[config.mk]
export PLATFORM = sky130hd
export DESIGN_NAME = apb_request_arbiter
export DESIGN_NICKNAME = d
export VERILOG_FILES = /design/src/rtl/apb_arb_pkg.sv /design/src/rtl/apb_request_arbiter_rr.sv /design/src/rtl/apb_request_arbiter.sv
export SDC_FILE = /design/constraint.sdc
export NUM_CORES = 1
export LEC_CHECK = 0
export CORE_UTILIZATION = 45
export DETAILED_ROUTE_END_ITERATION = 16
export PLACE_DENSITY = 0.9
export SLEW_MARGIN = 20
export SYNTH_ARGS = -nofsm -noshare
export SYNTH_HDL_FRONTEND = slang
export SYNTH_SLANG_ARGS = --single-unit
export TNS_END_PERCENT = 50
[constraint.sdc]
create_clock -name clk -period 3.05 [get_ports clk]
set_input_delay 0.61 -clock clk [delete_from_list [all_inputs] [get_ports clk]]
set_output_delay 0.61 -clock clk [all_outputs]
set_load 0.01 [all_outputs]
[src/rtl/apb_arb_pkg.sv]
// Shared types, default widths and the round-robin pick function for the
// APB request arbiter.
package apb_arb_pkg;

    typedef enum logic [1:0] {
        IDLE  = 2'd0,
        ISSUE = 2'd1,
        WAIT  = 2'd2,
        DONE  = 2'd3
    } arb_state_t;

    localparam int unsigned ADDR_W_DEF = 8;
    localparam int unsigned DATA_W_DEF = 8;
    localparam int unsigned SEL_W_DEF  = 4;

    // Widest supported requester count; the pick works on vectors of this size.
    localparam int unsigned RR_MAX = 8;

    // One-hot pick of the first set request strictly after last_grant,
    // wrapping within num_req slots. Returns zero when no request is set.
    function automatic logic [RR_MAX-1:0] rr_pick(
        input logic [RR_MAX-1:0] req,
        input logic [2:0]        last_grant,
        input int unsigned       num_req
    );
        logic [RR_MAX-1:0] pick;
        logic              found;
        logic [2:0]        idx;
        pick  = '0;
        found = 1'b0;
        for (int unsigned off = 1; off <= RR_MAX; off++) begin
            if (off <= num_req) begin
                idx = 3'((32'(last_grant) + off) % num_req);
                if (!found && req[idx]) begin
                    pick[idx] = 1'b1;
                    found     = 1'b1;
                end
            end
        end
        return pick;
    endfunction

endpackage

[src/rtl/apb_request_arbiter_rr.sv]
// Round-robin selector: combinational pick from the current requests and a
// registered pointer to the last served requester, advanced on update.
module rr_arbiter
    import apb_arb_pkg::*;
#(
    parameter int unsigned NUM_REQ = 2
) (
    input  logic               clk,
    input  logic               rst_n,
    input  logic [NUM_REQ-1:0] req,
    input  logic               update,
    input  logic [NUM_REQ-1:0] owner,
    output logic [NUM_REQ-1:0] pick,
    output logic               pick_valid
);

    logic [2:0]        last_grant_q;
    logic [2:0]        last_grant_d;
    logic [2:0]        owner_idx;
    logic [RR_MAX-1:0] req_ext;
    logic [RR_MAX-1:0] pick_full;

    // Widen the request vector and select the next requester after last_grant.
    always_comb begin
        req_ext                = '0;
        req_ext[NUM_REQ-1:0]   = req;
        pick_full              = rr_pick(req_ext, last_grant_q, NUM_REQ);
        pick                   = pick_full[NUM_REQ-1:0];
        pick_valid             = |pick_full;
    end

    // Encode the finishing owner and move the pointer when the transfer ends.
    always_comb begin
        owner_idx = '0;
        for (int unsigned i = 0; i < NUM_REQ; i++) begin
            if (owner[i]) begin
                owner_idx = 3'(i);
            end
        end
        last_grant_d = update ? owner_idx : last_grant_q;
    end

    // Pointer register; resets to the top slot so requester 0 wins first.
    always_ff @(posedge clk or negedge rst_n) begin
        if (!rst_n) begin
            last_grant_q <= 3'(NUM_REQ - 1);
        end else begin
            last_grant_q <= last_grant_d;
        end
    end

endmodule

[src/rtl/apb_request_arbiter.sv]
// Shares the processor-side port of APB_Master between NUM_REQ requesters:
// round-robin grant, one-cycle start pulse, wait for stable or timeout,
// then an ack pulse (with err on timeout) back to the owner.
module apb_request_arbiter
    import apb_arb_pkg::*;
#(
    parameter int unsigned NUM_REQ = 2,
    parameter int unsigned ADDR_W  = ADDR_W_DEF,
    parameter int unsigned DATA_W  = DATA_W_DEF,
    parameter int unsigned SEL_W   = SEL_W_DEF,
    parameter int unsigned TIMEOUT = 64
) (
    input  logic                      clk,
    input  logic                      rst_n,
    input  logic [NUM_REQ-1:0]        req,
    input  logic [NUM_REQ-1:0]        req_write,
    input  logic [NUM_REQ*ADDR_W-1:0] req_addr,
    input  logic [NUM_REQ*DATA_W-1:0] req_wdata,
    input  logic [NUM_REQ*SEL_W-1:0]  req_sel,
    output logic [NUM_REQ-1:0]        ack,
    output logic                      err,
    output logic [DATA_W-1:0]         rdata,
    output logic [NUM_REQ-1:0]        grant,
    output logic                      busy,
    output logic                      m_start,
    output logic                      m_write,
    output logic [ADDR_W-1:0]         m_addr,
    output logic [DATA_W-1:0]         m_wdata,
    output logic [SEL_W-1:0]          m_sel,
    input  logic                      m_stable,
    input  logic [DATA_W-1:0]         m_rdata
);

    localparam int unsigned CNT_W = (TIMEOUT > 0) ? $clog2(TIMEOUT + 1) : 1;
    localparam logic [CNT_W-1:0] TO_LAST = (TIMEOUT > 0) ? CNT_W'(TIMEOUT - 1) : '0;
    localparam logic [CNT_W-1:0] CNT_MAX = '1;

    arb_state_t          state_q, state_d;
    logic [NUM_REQ-1:0]  grant_q, grant_d;
    logic                err_q, err_d;
    logic [DATA_W-1:0]   rdata_q, rdata_d;
    logic                m_write_q, m_write_d;
    logic [ADDR_W-1:0]   m_addr_q, m_addr_d;
    logic [DATA_W-1:0]   m_wdata_q, m_wdata_d;
    logic [SEL_W-1:0]    m_sel_q, m_sel_d;
    logic [CNT_W-1:0]    cnt_q, cnt_d;

    logic [NUM_REQ-1:0]  pick;
    logic                pick_valid;
    logic                arb_update;

    rr_arbiter #(
        .NUM_REQ (NUM_REQ)
    ) u_rr (
        .clk        (clk),
        .rst_n      (rst_n),
        .req        (req),
        .update     (arb_update),
        .owner      (grant_q),
        .pick       (pick),
        .pick_valid (pick_valid)
    );

    // Next-state and registered-output logic for the transfer sequence.
    always_comb begin
        state_d    = state_q;
        grant_d    = grant_q;
        err_d      = err_q;
        rdata_d    = rdata_q;
        m_write_d  = m_write_q;
        m_addr_d   = m_addr_q;
        m_wdata_d  = m_wdata_q;
        m_sel_d    = m_sel_q;
        cnt_d      = cnt_q;
        arb_update = 1'b0;
        unique case (state_q)
            IDLE: begin
                if (pick_valid) begin
                    grant_d = pick;
                    for (int unsigned i = 0; i < NUM_REQ; i++) begin
                        if (pick[i]) begin
                            m_write_d = req_write[i];
                            m_addr_d  = req_addr[i*ADDR_W +: ADDR_W];
                            m_wdata_d = req_wdata[i*DATA_W +: DATA_W];
                            m_sel_d   = req_sel[i*SEL_W +: SEL_W];
                        end
                    end
                    state_d = ISSUE;
                end
            end
            ISSUE: begin
                cnt_d   = '0;
                state_d = WAIT;
            end
            WAIT: begin
                if (m_stable) begin
                    rdata_d = m_rdata;
                    err_d   = 1'b0;
                    state_d = DONE;
                end else if ((TIMEOUT != 0) && (cnt_q == TO_LAST)) begin
                    err_d   = 1'b1;
                    state_d = DONE;
                end else if (cnt_q != CNT_MAX) begin
                    cnt_d = cnt_q + CNT_W'(1);
                end
            end
            DONE: begin
                err_d      = 1'b0;
                grant_d    = '0;
                arb_update = 1'b1;
                state_d    = IDLE;
            end
            default: begin
                state_d = IDLE;
            end
        endcase
    end

    // State and datapath registers; reset aborts any transfer in flight.
    always_ff @(posedge clk or negedge rst_n) begin
        if (!rst_n) begin
            state_q   <= IDLE;
            grant_q   <= '0;
            err_q     <= 1'b0;
            rdata_q   <= '0;
            m_write_q <= 1'b0;
            m_addr_q  <= '0;
            m_wdata_q <= '0;
            m_sel_q   <= '0;
            cnt_q     <= '0;
        end else begin
            state_q   <= state_d;
            grant_q   <= grant_d;
            err_q     <= err_d;
            rdata_q   <= rdata_d;
            m_write_q <= m_write_d;
            m_addr_q  <= m_addr_d;
            m_wdata_q <= m_wdata_d;
            m_sel_q   <= m_sel_d;
            cnt_q     <= cnt_d;
        end
    end

    assign grant   = grant_q;
    assign err     = err_q;
    assign rdata   = rdata_q;
    assign busy    = (state_q != IDLE);
    assign m_start = (state_q == ISSUE);
    assign ack     = (state_q == DONE) ? grant_q : '0;
    assign m_write = m_write_q;
    assign m_addr  = m_addr_q;
    assign m_wdata = m_wdata_q;
    assign m_sel   = m_sel_q;

endmodule

* Word level (Yosys, flattened, before mapping)
Cells that the tools add are included.
** Word-level totals
- Register bits after elaboration :: 42
- Bits in latches :: 0
- Memory bits (read-only) :: 0
- Memories :: 0
- Memory bits (writable) :: 0
- Output and inout bits :: 36
** Cells by class
- Reduce and logical (&&, ||, !) cells :: 17
- Mux-type cells :: 35
- Eq/ne operators :: 10
- $mul :: 0
- Div/mod/pow operators :: 0
- $lt $le $gt $ge :: 4
- Bitwise gates (word level) :: 1
- $add $sub $neg :: 3
- Shift operators :: 0
** Operators by type and width (count)
- 8-bit 2-to-1 mux :: 5
- 7-bit 2-to-1 mux :: 3
- 7-bit one-hot mux with 2 select lines :: 1
- 1-bit 2-to-1 mux :: 13
- 2-bit 2-to-1 mux :: 6
- 2-bit nonzero test :: 5
- 1-bit by 4-bit less-than comparator with 1-bit output, second input constant :: 2
- 4-bit 2-to-1 mux :: 2
- 2-bit inequality test, second input constant :: 4
- 8-bit by 2-bit bitwise OR with 8-bit output :: 1
- 2-bit one-hot mux with 4 select lines :: 1
- 2-bit AND reduction :: 4
- 8-bit OR reduction :: 1
- 7-bit by 1-bit adder with 7-bit output, second input constant :: 1
- 7-bit by 6-bit equality test with 1-bit output, second input constant :: 1
- 7-bit inequality test, second input constant :: 1
- 2-bit equality test, second input constant :: 2
- 2-bit one-hot mux with 2 select lines :: 1
- 4-bit AND reduction :: 1
- 1-bit logical AND :: 3
- 3-bit inequality test, second input constant :: 1
- 3-bit AND reduction :: 1
- 1-bit adder, second input constant :: 2
- 1-bit demux with 1-bit select :: 2
- 5 further kinds :: 6

* Depth between registers and ports, before layout
- Depth in word-level cells :: 11
- Gate-level depth with buffers :: 6

* Cells and area by module
A second synthesis with hierarchy kept.
** Unflattened totals
- Cell total of the unflattened synthesis :: 197
- Area total of the unflattened synthesis :: 2045.7 sq um
** Modules (own cells, without submodules)
- apb_request_arbiter :: area an instance 1985.7 sq um, instances 1, cells each 190
- rr_arbiter :: area an instance 60.1 sq um, instances 1, cells each 7

* Worst setup path after synthesis
Ideal clock, no wire load.
- Path kind :: register -> register
- Start :: register state_q[0]
- End :: register cnt_q[4]
- Stages on the path, launching flop included :: 7
- Clock period less this slack :: 1.562 ns
- Slack :: 1.488 ns
- Path buffers :: 1
- Data arrival time :: 1.441 ns
- Required time :: 2.930 ns
- Cells stage by stage :: dfrtp_1 -> inv_1 -> ha_1 -> buf_4 -> nand3b_4 -> or4b_1 -> o211a_1
** Between the ends
- Cells in the longest elaborated chain, start to end :: 3
- Elaborated cells on any way between the ends :: 8
- Those cells by class :: eq/ne: 5; mux: 1; reduce/logical: 2
** Ends and longest elaborated chain
- from (decl) :: RTL line apb_request_arbiter.sv:38 : arb_state_t state_q, state_d;
- from (signal assigned) :: RTL line apb_request_arbiter.sv:132 : state_q <= state_d;
- 2-bit equality test / 2-bit by 1-bit equality test with 1-bit output (equally long branches) :: RTL line apb_request_arbiter.sv:76 : unique case (state_q)
- 2-bit inequality test (no line) / 2-bit nonzero test (equally long branches)
- 4-bit AND reduction (no line)
- to (signal assigned) :: RTL line apb_request_arbiter.sv:140 : cnt_q <= cnt_d;
- to (decl) :: RTL line apb_request_arbiter.sv:46 : logic [CNT_W-1:0] cnt_q, cnt_d;
Parallel ways exist; a longest one is shown, timed or not.
A chain may end at the register's enable or synchronous reset.

* Final worst setup path
- Start :: register state_q[0]
- End :: output port busy
** Between the ends
- Cells in the longest elaborated chain, start to end :: 1
** Ends and longest elaborated chain
- 2-bit nonzero test :: RTL line apb_request_arbiter.sv:147 : assign busy = (state_q != IDLE);
- to (decl) :: RTL line apb_request_arbiter.sv:24 : output logic busy,
No other way between the ends.

==> results.json <==
{
  "drive_above_1_share_pct": 8.60,
  "drtPass1Iterations": 4,
  "ys_types": 34,
  "synth_edf_count": 0,
  "final_nets": 339,
  "cp_slowest_cell": "clkdlybuf4s50_1",
  "layout-area-overhead-vs-synth_pct": 49.6,
  "globalRouteTotalUtil_pct": 20.7,
  "dieHeight_um": 69.7,
  "route.vias.total": 1733,
  "ys_ff_latch": 42,
  "status": "completed",
  "diodes": 0,
  "row_count": 24,
  "cts_num_sinks": 42,
  "mostFrequentLayoutCells": "clkdlybuf4s50_1, dfrtp_1, nand2_1",
  "synthSimpleGateAreaFrac_pct": 14.2,
  "synthFlopType": "dfrtp_1",
  "rsz0062_at_grt": "no",
  "synthCells": 186,
  "fmax_mhz": 437,
  "io_pins": 91,
  "place.gp.congestion": 0.812,
  "clock_latency_ns": 0.28,
  "wire_per_inst_um": 14.2,
  "relSlewSlack_pct": 39.3,
  "timing.rr.start": "state_q[0]",
  "nFillCells": 369,
  "cts_max_level": 2,
  "clock_skew_ns": 0.00392,
  "cp-end-kind": "primary output",
  "synth_top_family_by_area": "multiplexers",
  "yosysWarnings": 0,
  "clk_pin_slew_worst_paths_ns": 0.07,
  "ant_nets": 0,
  "final_cells": 331,
  "final_common_cell": "clkdlybuf4s50_1",
  "overflow": 0,
  "via_per_inst": 5.24,
  "cts_tree": "done",
  "startpoint_type": "flip-flop",
  "crit_path_max_fanout": 6,
  "ctsResizeCount": 0,
  "setup_viol": 0,
  "timing_worst_setup_path_type": "reg -> out",
  "grt_pass1_wl_um": 7990,
  "grt_pass1_vias": 1812,
  "synth_compound_area_share_pct": 11.4,
  "period_needed_ns": 2.29,
  "synthAdderAreaFrac_pct": 3.65,
  "final_max_slew_viol_count": 0,
  "max_stage_delay_ns": 0.52,
  "rr_worst_depth": 5,
  "syn_nets": 247,
  "maxCapViolations": 0,
  "syn_area_um2": 2060,
  "cts_setup_buffers": 0,
  "cts_hold_buf": 0,
  "die-area_um2": 4850,
  "grt_max_degree": 43,
  "hpwl_um": 3500,
  "core-area_um2": 4380,
  "crit_top_cell": "inv_1",
  "path_cells": "inv_1, ha_1, inv_1, clkdlybuf4s50_1",
  "fp.dieW_um": 69.7,
  "dp_cells": 323,
  "avgSynthCellArea_um2": 11.1,
  "power_density_nw_per_um2": 826,
  "cp.required_ns": 2.44,
  "p_leak_nw": 1.39,
  "cts_root_buffer": "clkbuf_8",
  "async_flop_share_pct": 100,
  "tns_ns": 0,
  "port_buffers": 90,
  "route.final.wire_length_um": 4690,
  "clock_path_buffers": 2,
  "start_util_pct": 47.0,
  "synth.mux.area_fraction_pct": 16.6,
  "r2r_setup_slack_ns": 1.24,
  "ir_drop_v": 0.000411,
  "drtIter0Drc": 95,
  "fin_crit_sh_pct": 75.1,
  "hold_viol_final": 0,
  "tightest_slew_ns": 0.911,
  "hp-class": "in -> async",
  "yosysSeqAreaShare_pct": 51.1,
  "drcViolationCount": 0,
  "rr_endpoint": "cnt_q[4]",
  "cp.arrival_ns": 1.68,
  "antenna_found_initial": 0,
  "yosys.area_share.xor_xnor_pct": 0,
  "numCtsBuffers": 5
}
==> routing by layer <==
layer	GRT usage, %	wire length (um)	share of wire, %	up-vias
met4	7.33	109	2.3	0
met3	6.25	298	6.4	10
li1	-	-	-	839
met1	22.5	1890	40	817
met5	0	0	0	-
met2	37.8	2390	51	67
==> metrics by stage <==
stage	hold slack [ns]	setup slack, ns	cell area, um2	utilization, %	power, mW
CTS	0.489	0.748	3080	70.3	2.58
detailed placement	0.474	0.790	2990	68.2	2.21
finish	0.457	0.761	3080	70.3	2.55
global route	0.504	0.681	3080	70.3	2.73
global placement	0.466	0.892	2990	68.2	2.15
floorplan	0.314	1.49	2060	-	1.58
==> where the power goes <==
| part | total (mW) | internal (mW) | switching, mW |
|---|---|---|---|
| clock network | 0.357 | 0.183 | 0.174 |
| registers | 0.935 | 0.796 | 0.138 |
| logic | 1.26 | 0.692 | 0.564 |
| total | 2.55 | 1.67 | 0.876 |
==> cell families (layout without fill, tap and decap cells) <==
family | after synthesis | after routing
buf+inv | 11 | 104
fa+ha+maj | 6 | 6
simple gates | 55 | 55
mux | 33 | 33
flops | 42 | 42
compound gates | 39 | 39
==> layout make-up <==
cell class,instances,area [um2],area share (%)
Clock buffer,7,86.3,2.80
Tap cell,52,65.1,2.11
Clock inverter,1,5.00,0.162
Inverter,4,15.0,0.487
Multi-Input combinational cell,133,947,30.7
Sequential cell,42,1050,34.1
Timing Repair Buffer,92,911,29.6
==> state kept, by name, indices dropped and copies added (netlist names) <==
signal / cells
err: 1
m_addr: 8
m_wdata: 8
state_q: 2
m_sel: 4
u_rr.last_grant_q: 1
m_write: 1
grant: 2
cnt_q: 7
rdata: 8
==> cells in the mapped netlist (2+ instances only) <==
| cell | instances | share of area, % |
|---|---|---|
| a21oi_1 | 4 | 0.97 |
| a31oi_1 | 2 | 0.61 |
| and2_1 | 4 | 1.2 |
| and4_1 | 2 | 0.85 |
| buf_2 | 3 | 0.73 |
| buf_6 | 2 | 1.1 |
| dfrtp_1 | 41 | 50 |
| ha_1 | 6 | 3.6 |
| inv_1 | 4 | 0.73 |
| mux2_2 | 9 | 4.9 |
| mux2i_1 | 24 | 12 |
| nand2_1 | 29 | 5.3 |
| nand2b_1 | 4 | 1.2 |
| nand3_1 | 2 | 0.49 |
| nor2_1 | 3 | 0.55 |
| nor2b_1 | 4 | 1.2 |
| nor3_1 | 2 | 0.49 |
| o21ai_1 | 25 | 6.1 |
==> critical path: cells and delay by family, from the launching register on <==
kind       cells  cell delay [ns]
flops          1             0.39
fa+ha+maj      1             0.30
buf+inv        3             0.71
==> worst max-delay path by stage <==
stage / start / end / slack [ns] / depth (start not counted)
3_3_place_gp: req[1] / m_wdata[6] / 0.89 / 5
6_report: state_q[0] / busy / 0.76 / 4
3_5_place_dp: req[1] / m_wdata[6] / 0.79 / 5
5_1_grt: state_q[0] / busy / 0.68 / 4
4_1_cts: state_q[0] / ack[0] / 0.75 / 3
2_1_floorplan: state_q[0] / cnt_q[4] / 1.49 / 6
(Power assumes the default switching activity.)
